`config.mk`:
```
export PLATFORM = sky130hd
export DESIGN_NAME = debounce_edge_detect_flat
export DESIGN_NICKNAME = d
export VERILOG_FILES = /design/src/rtl/debounce_edge_detect_if.sv /design/src/rtl/debounce_edge_detect.sv /design/src/flat_wrapper.sv
export SDC_FILE = /design/constraint.sdc
export NUM_CORES = 1
export LEC_CHECK = 0
export CORE_AREA = 2 2 39 41
export DETAILED_ROUTE_END_ITERATION = 8
export DIE_AREA = 0 0 41 43
export PLACE_DENSITY = 0.58
export SYNTH_ARGS = -nofsm -noshare
export SYNTH_HDL_FRONTEND = slang
export SYNTH_SLANG_ARGS = --single-unit
```
`constraint.sdc`:
```
create_clock -name clk -period 1.7 [get_ports clk]
set_input_delay 0.51 -clock clk [delete_from_list [all_inputs] [get_ports clk]]
set_output_delay 0.51 -clock clk [all_outputs]
set_load 0.005 [all_outputs]
```
`src/rtl/debounce_edge_detect_if.sv`:
```
// Signal bundle between the button conditioner (master) and its consumer (slave).
// Optional ready/valid press handshake is present when DEBOUNCE_HANDSHAKE_EN is defined.
interface debounce_edge_detect_if;
    logic bit_in;
    logic bit_out;
    logic pos_edge;
    logic neg_edge;
    logic any_edge;
`ifdef DEBOUNCE_HANDSHAKE_EN
    logic ready;
    logic valid;

    modport master (
        input  bit_in,
        input  ready,
        output bit_out,
        output pos_edge,
        output neg_edge,
        output any_edge,
        output valid
    );

    modport slave (
        output bit_in,
        output ready,
        input  bit_out,
        input  pos_edge,
        input  neg_edge,
        input  any_edge,
        input  valid
    );
`else
    modport master (
        input  bit_in,
        output bit_out,
        output pos_edge,
        output neg_edge,
        output any_edge
    );

    modport slave (
        output bit_in,
        input  bit_out,
        input  pos_edge,
        input  neg_edge,
        input  any_edge
    );
`endif
endinterface

```
`src/rtl/debounce_edge_detect.sv`:
```
// Synchroniser -> counter debouncer -> edge detector for one raw button level.
// Define DEBOUNCE_HANDSHAKE_EN to add a ready/valid latch for press (falling) events.
module debounce_edge_detect #(
    parameter int unsigned CYCLES      = 255,
    parameter int unsigned SYNC_STAGES = 2,
    parameter logic        RESET_LEVEL = 1'b1
) (
    input  logic                   clk,
    input  logic                   reset,
    debounce_edge_detect_if.master bus
);

    localparam int unsigned      CNT_W    = $clog2(CYCLES + 1);
    localparam logic [CNT_W-1:0] CNT_LAST = CNT_W'(CYCLES - 1);

    logic [SYNC_STAGES-1:0] sync_q;
    logic [SYNC_STAGES-1:0] sync_d;
    logic                   sync;
    logic [CNT_W-1:0]       cnt_q;
    logic [CNT_W-1:0]       cnt_d;
    logic                   level_q;
    logic                   level_d;
    logic                   prev_q;

    assign sync_d = {sync_q[SYNC_STAGES-2:0], bus.bit_in};
    assign sync   = sync_q[SYNC_STAGES-1];

    // Any cycle where sync agrees with the output restarts the count, so glitches never accumulate.
    always_comb begin
        cnt_d   = '0;
        level_d = level_q;
        if (sync != level_q) begin
            if (cnt_q == CNT_LAST) begin
                level_d = sync;
            end else begin
                cnt_d = cnt_q + CNT_W'(1);
            end
        end
    end

    always_ff @(posedge clk) begin
        if (reset) begin
            sync_q  <= {SYNC_STAGES{RESET_LEVEL}};
            cnt_q   <= '0;
            level_q <= RESET_LEVEL;
            prev_q  <= RESET_LEVEL;
        end else begin
            sync_q  <= sync_d;
            cnt_q   <= cnt_d;
            level_q <= level_d;
            prev_q  <= level_q;
        end
    end

    // prev is loaded with the same level as bit_out at reset, so release produces no edge.
    assign bus.bit_out  = level_q;
    assign bus.pos_edge = level_q & ~prev_q;
    assign bus.neg_edge = ~level_q & prev_q;
    assign bus.any_edge = level_q ^ prev_q;

`ifdef DEBOUNCE_HANDSHAKE_EN
    logic valid_q;
    logic valid_d;

    // A new press takes priority over a same-cycle acknowledge.
    always_comb begin
        valid_d = valid_q;
        if (bus.neg_edge) begin
            valid_d = 1'b1;
        end else if (bus.ready) begin
            valid_d = 1'b0;
        end
    end

    always_ff @(posedge clk) begin
        if (reset) begin
            valid_q <= 1'b0;
        end else begin
            valid_q <= valid_d;
        end
    end

    assign bus.valid = valid_q;
`endif

endmodule

```
`src/flat_wrapper.sv`:
```
// flat-port wrapper written by rule: the top's interface ports become plain ports
module debounce_edge_detect_flat 
#(
    parameter int unsigned CYCLES      = 255,
    parameter int unsigned SYNC_STAGES = 2,
    parameter logic        RESET_LEVEL = 1'b1
)
  (clk, reset, bus_bit_in, bus_bit_out, bus_pos_edge, bus_neg_edge, bus_any_edge);
  debounce_edge_detect_if bus_i ();
  input  logic clk;
  input  logic reset;
  input wire logic [$bits(bus_i.bit_in)-1:0] bus_bit_in;
  output wire logic [$bits(bus_i.bit_out)-1:0] bus_bit_out;
  output wire logic [$bits(bus_i.pos_edge)-1:0] bus_pos_edge;
  output wire logic [$bits(bus_i.neg_edge)-1:0] bus_neg_edge;
  output wire logic [$bits(bus_i.any_edge)-1:0] bus_any_edge;
  assign bus_i.bit_in = bus_bit_in;
  assign bus_bit_out = bus_i.bit_out;
  assign bus_pos_edge = bus_i.pos_edge;
  assign bus_neg_edge = bus_i.neg_edge;
  assign bus_any_edge = bus_i.any_edge;
  debounce_edge_detect #(.CYCLES(CYCLES), .SYNC_STAGES(SYNC_STAGES), .RESET_LEVEL(RESET_LEVEL)) u_core (.clk(clk), .reset(reset), .bus(bus_i));
endmodule
```
[Word-level counts from Yosys, hierarchy flattened]
Index checks and enable logic that the tools add are counted.
Operators by class
  $add $sub $neg: 1
  $mul: 0
  divide/modulo/power cells: 0
  magnitude comparators: 0
  eq/ne operators: 2
  shifts and indexed selects: 0
  mux-type cells: 0
  bitwise gates (word level): 6
  reductions and logical operators: 2
Operators with widths (number)
  $add A8 B1 Y8 const B: 1
  $eq A8 B8 Y1 const B: 1
  $not A1 Y1: 3
  $reduce_or A3 Y1: 1
  $and A1 B1 Y1: 2
  $reduce_and A2 Y1: 1
  $ne A1 B1 Y1: 1
  $xor A1 B1 Y1: 1
Storage, ports and cells
  register bits after elaboration: 12
  latch bits: 0
  bits in writable memories: 0
  memory bits (read-only): 0
  bits of input ports: 3
  output and inout bits: 4
  word-level logic and storage cells: 15
  memories kept: 0

[Depth between registers and ports, before layout]
  word-level depth: 3
  depth in mapped cells: 5
  depth with buffers taken out: 5

[Worst setup path after synthesis]
No wires, ideal clock.
  path kind: reg2out
  start point: reg u_core.level_q, in the netlist u_core.bus.bit_out
  end point: out bus_any_edge
  arrival: 0.781 ns
  setup slack: 0.409 ns
  cell stages (with the launch flop): 4
  path buffers: 0
  cells stage by stage: dfxtp_1 -> inv_1 -> ha_1 -> inv_1
Between the ends
  longest elaborated chain between the ends: 1
RTL lines
  start: declaration: line debounce_edge_detect.sv:21  | logic level_q;
  start signal: assignment: line debounce_edge_detect.sv:50  | level_q <= level_d;
  $xor A1 B1 Y1: line debounce_edge_detect.sv:59  | assign bus.any_edge = level_q ^ prev_q;
  end: declaration: line flat_wrapper.sv:16  | output wire logic [$bits(bus_i.any_edge)-1:0] bus_any_edge;
No other way between the ends.

[Worst setup path after layout]
  start point: reg u_core.level_q, in the netlist u_core.bus.bit_out
  end point: out bus_pos_edge
Between the ends
  longest elaborated chain between the ends: 1
RTL lines
  $and A1 B1 Y1: line debounce_edge_detect.sv:57  | assign bus.pos_edge = level_q & ~prev_q;
  end: declaration: line flat_wrapper.sv:14  | output wire logic [$bits(bus_i.pos_edge)-1:0] bus_pos_edge;
No other way between the ends.

==> out/metrics.csv <==
metric,value,unit
RSZ-0062 raised after global routing,no,
net total in the final layout,76,
worst-path maximum fanout,4,
Tmin final,1.62,ns
synth warn,0,
HPWL Detailed,607,um
H-tree depth,1,
Pre-antenna DRT Iters,5,
Setup Viol. Count Final,0,
status,"complete, no violations",
register bit total from synthesis,12,
sequential share of the synthesized area,45.8,%
share of layout cells above drive strength 1,14.9,%
Inst Count DP,80,
clock sink count,12,
FP Rows,14,
vias in the first global route,373,
DRC,0,
syn avg cell area,9.20,um2
max-cap violation count,0,
most frequent cells in the layout,"dfxtp_1 (11), inv_1 (7), nor2_1 (7)",
Clock Path Buffers,2,
CP Launch Type,register,
Finished Cell Area,628,um2
Least-Margin Pin Slew,0.484,ns
synthesized area,524,um2
Hold Path End,u_core.sync_q[1],
Layout area overhead,19.8,%
Routed WL per cell,10.3,um
"leading cell type in the layout, fill and taps excluded",dfxtp_1,
routed wire length,854,um
die width,41,um
Max VDD drop,404,uV
clock latency at the later pin of the worst-skew pair,0.28,ns
global-route wire length before repair,1520,um
HP Class,register to register,
Max Freq,0.618,GHz
Leakage Power,0.251,nW
Cell Pwr Density,754,mW/mm2
Hold Crit Depth,1,
GP Congestion,0.711,
HP Start,u_core.sync_q[0],
routed vias/inst,4.95,
grt ovf,0,
Root Buffer Master,clkbuf_4,
Post-DP Area,612,um2
die area,0.00176,mm2
IO Port Bufs,6,
GRT Util Overall,13.7,%
I/O pin count,7,
largest net degree at the start of global routing,7,
Fin. Hold Viols,0,
critical path class,register to output port,
Vias,411,
Tcrit/Tclk final,95.1,%
Mapped Nets,64,
worst reg2reg path depth,4,
Critical Path End Type,output port,
Worst Path Arrival,1.11,ns
"Req. time, crit path",1.19,ns
WHS,0.409,ns
DRT iter0 DRCs,6,
synthesized instance count,57,
Routed Antenna Nets,0,
Netlist cell types,19,
final setup skew,0.00281,ns
n_diodes,0,
clock-pin transition on the worst setup and hold timing paths,0.07,ns
Starting Density,37.9,%
Layout Cells excl Fill,83,
CTS tree,yes,
power consumption,0.000474,W
Core Area,0.00138,mm2
Slew Limit Headroom,67.7,%
TNS Setup,0,ns
Die Y,43,um
CTS buffer count,3,
initial antenna violation count,0,
RR Startpoint,u_core.cnt_q[1],
"setup slack, reg-to-reg",0.32,ns
Max Slew Vio Count,0,
reg-to-reg critical path endpoint,u_core.cnt_q[3],
## metal layers
| metal | vias up | track usage, % | share of wire (%) |
|---|---|---|---|
| li1 | 212 | - | - |
| met1 | 182 | 16.6 | 46 |
| met2 | 12 | 17.2 | 43 |
| met3 | 5 | 4.71 | 4.7 |
| met4 | 0 | 14.0 | 5.4 |
| met5 | - | 0 | 0 |
## through the flow
step	setup slack [ns]	utilization, %
after floorplan	0.409	-
after global placement	0.0421	44.2
after detailed placement	0.0203	44.2
after CTS	0.00136	45.6
after global routing	0.0171	45.4
final	0.0825	45.4
## where the power goes
part	internal, W	total, W	switching [W]
logic	0.00000727	0.0000126	0.00000534
clock network	0.0000823	0.000176	0.0000932
registers	0.000284	0.000286	0.00000175
## sequential cells by signal, indices dropped and copies added (netlist names)
signal / cells
u_core.cnt_q: 8
u_core.sync_q: 2
u_core.bus.bit_out: 1
u_core.prev_q: 1
## logic make-up (layout without fill, tap and decap cells)
logic type	count (synthesis)	after routing	synth area share, %
AO/OA/AOI/OAI	9	9	11.2
flip-flops	12	12	45.8
AND/OR/NAND/NOR	20	20	19.8
buffers and inverters	7	17	5.01
adder cells (fa/ha/maj)	4	4	9.55
multiplexers	1	1	1.91
XOR/XNOR	4	4	6.68
## Yosys cell counts
library cell  instances  share of area [%]
mux2i_1               1                1.9
or4_1                 1                1.4
nand4_2               1                2.4
xnor2_1               1                1.7
or2_2                 2                2.4
xor2_1                3                5.0
ha_1                  4                9.5
nand3b_1              1                1.4
nand2_1               3                2.1
dfxtp_1              12                 46
nor2_1                7                5.0
or3_1                 1                1.2
nor3_1                1               0.95
o311ai_2              1                3.1
o21ai_0               2                1.9
a21oi_1               5                4.8
nand3_1               3                2.9
inv_1                 7                5.0
o31ai_1               1                1.4
## area by class of cell
cell class,count,area [um2]
Multi-Input combinational cell,38,258
Clock buffer,3,22.5
Tap cell,16,20.0
Fill cell,135,756
Timing Repair Buffer,7,60.1
Sequential cell,12,241
Inverter,7,26.3
## what timing repair did
item,4_1_cts,5_1_grt
setup buffers,0,0
endpoints found under the setup margin,4,2
pin swaps,0,0
resized for setup,5,3
hold endpoints to repair,0,0
hold buffers,0,0
## worst max-delay path, cell delays in order, from the launching register on
cell and delay (ns):
dfxtp_2 0.32, buf_4 0.14, ha_1 0.18, clkdlybuf4s15_1 0.19
## worst max path at each step
stage / to / depth (start not counted) / start / slack [ns]
after global routing: bus_pos_edge / 3 / u_core.bus.bit_out / 0.02
after floorplan: bus_any_edge / 3 / u_core.bus.bit_out / 0.41
final: bus_pos_edge / 3 / u_core.bus.bit_out / 0.08
after global placement: bus_any_edge / 4 / u_core.bus.bit_out / 0.04
after detailed placement: bus_any_edge / 4 / u_core.bus.bit_out / 0.02
after CTS: bus_any_edge / 4 / u_core.bus.bit_out / 0.001
Power figures use the tool's default switching activity.
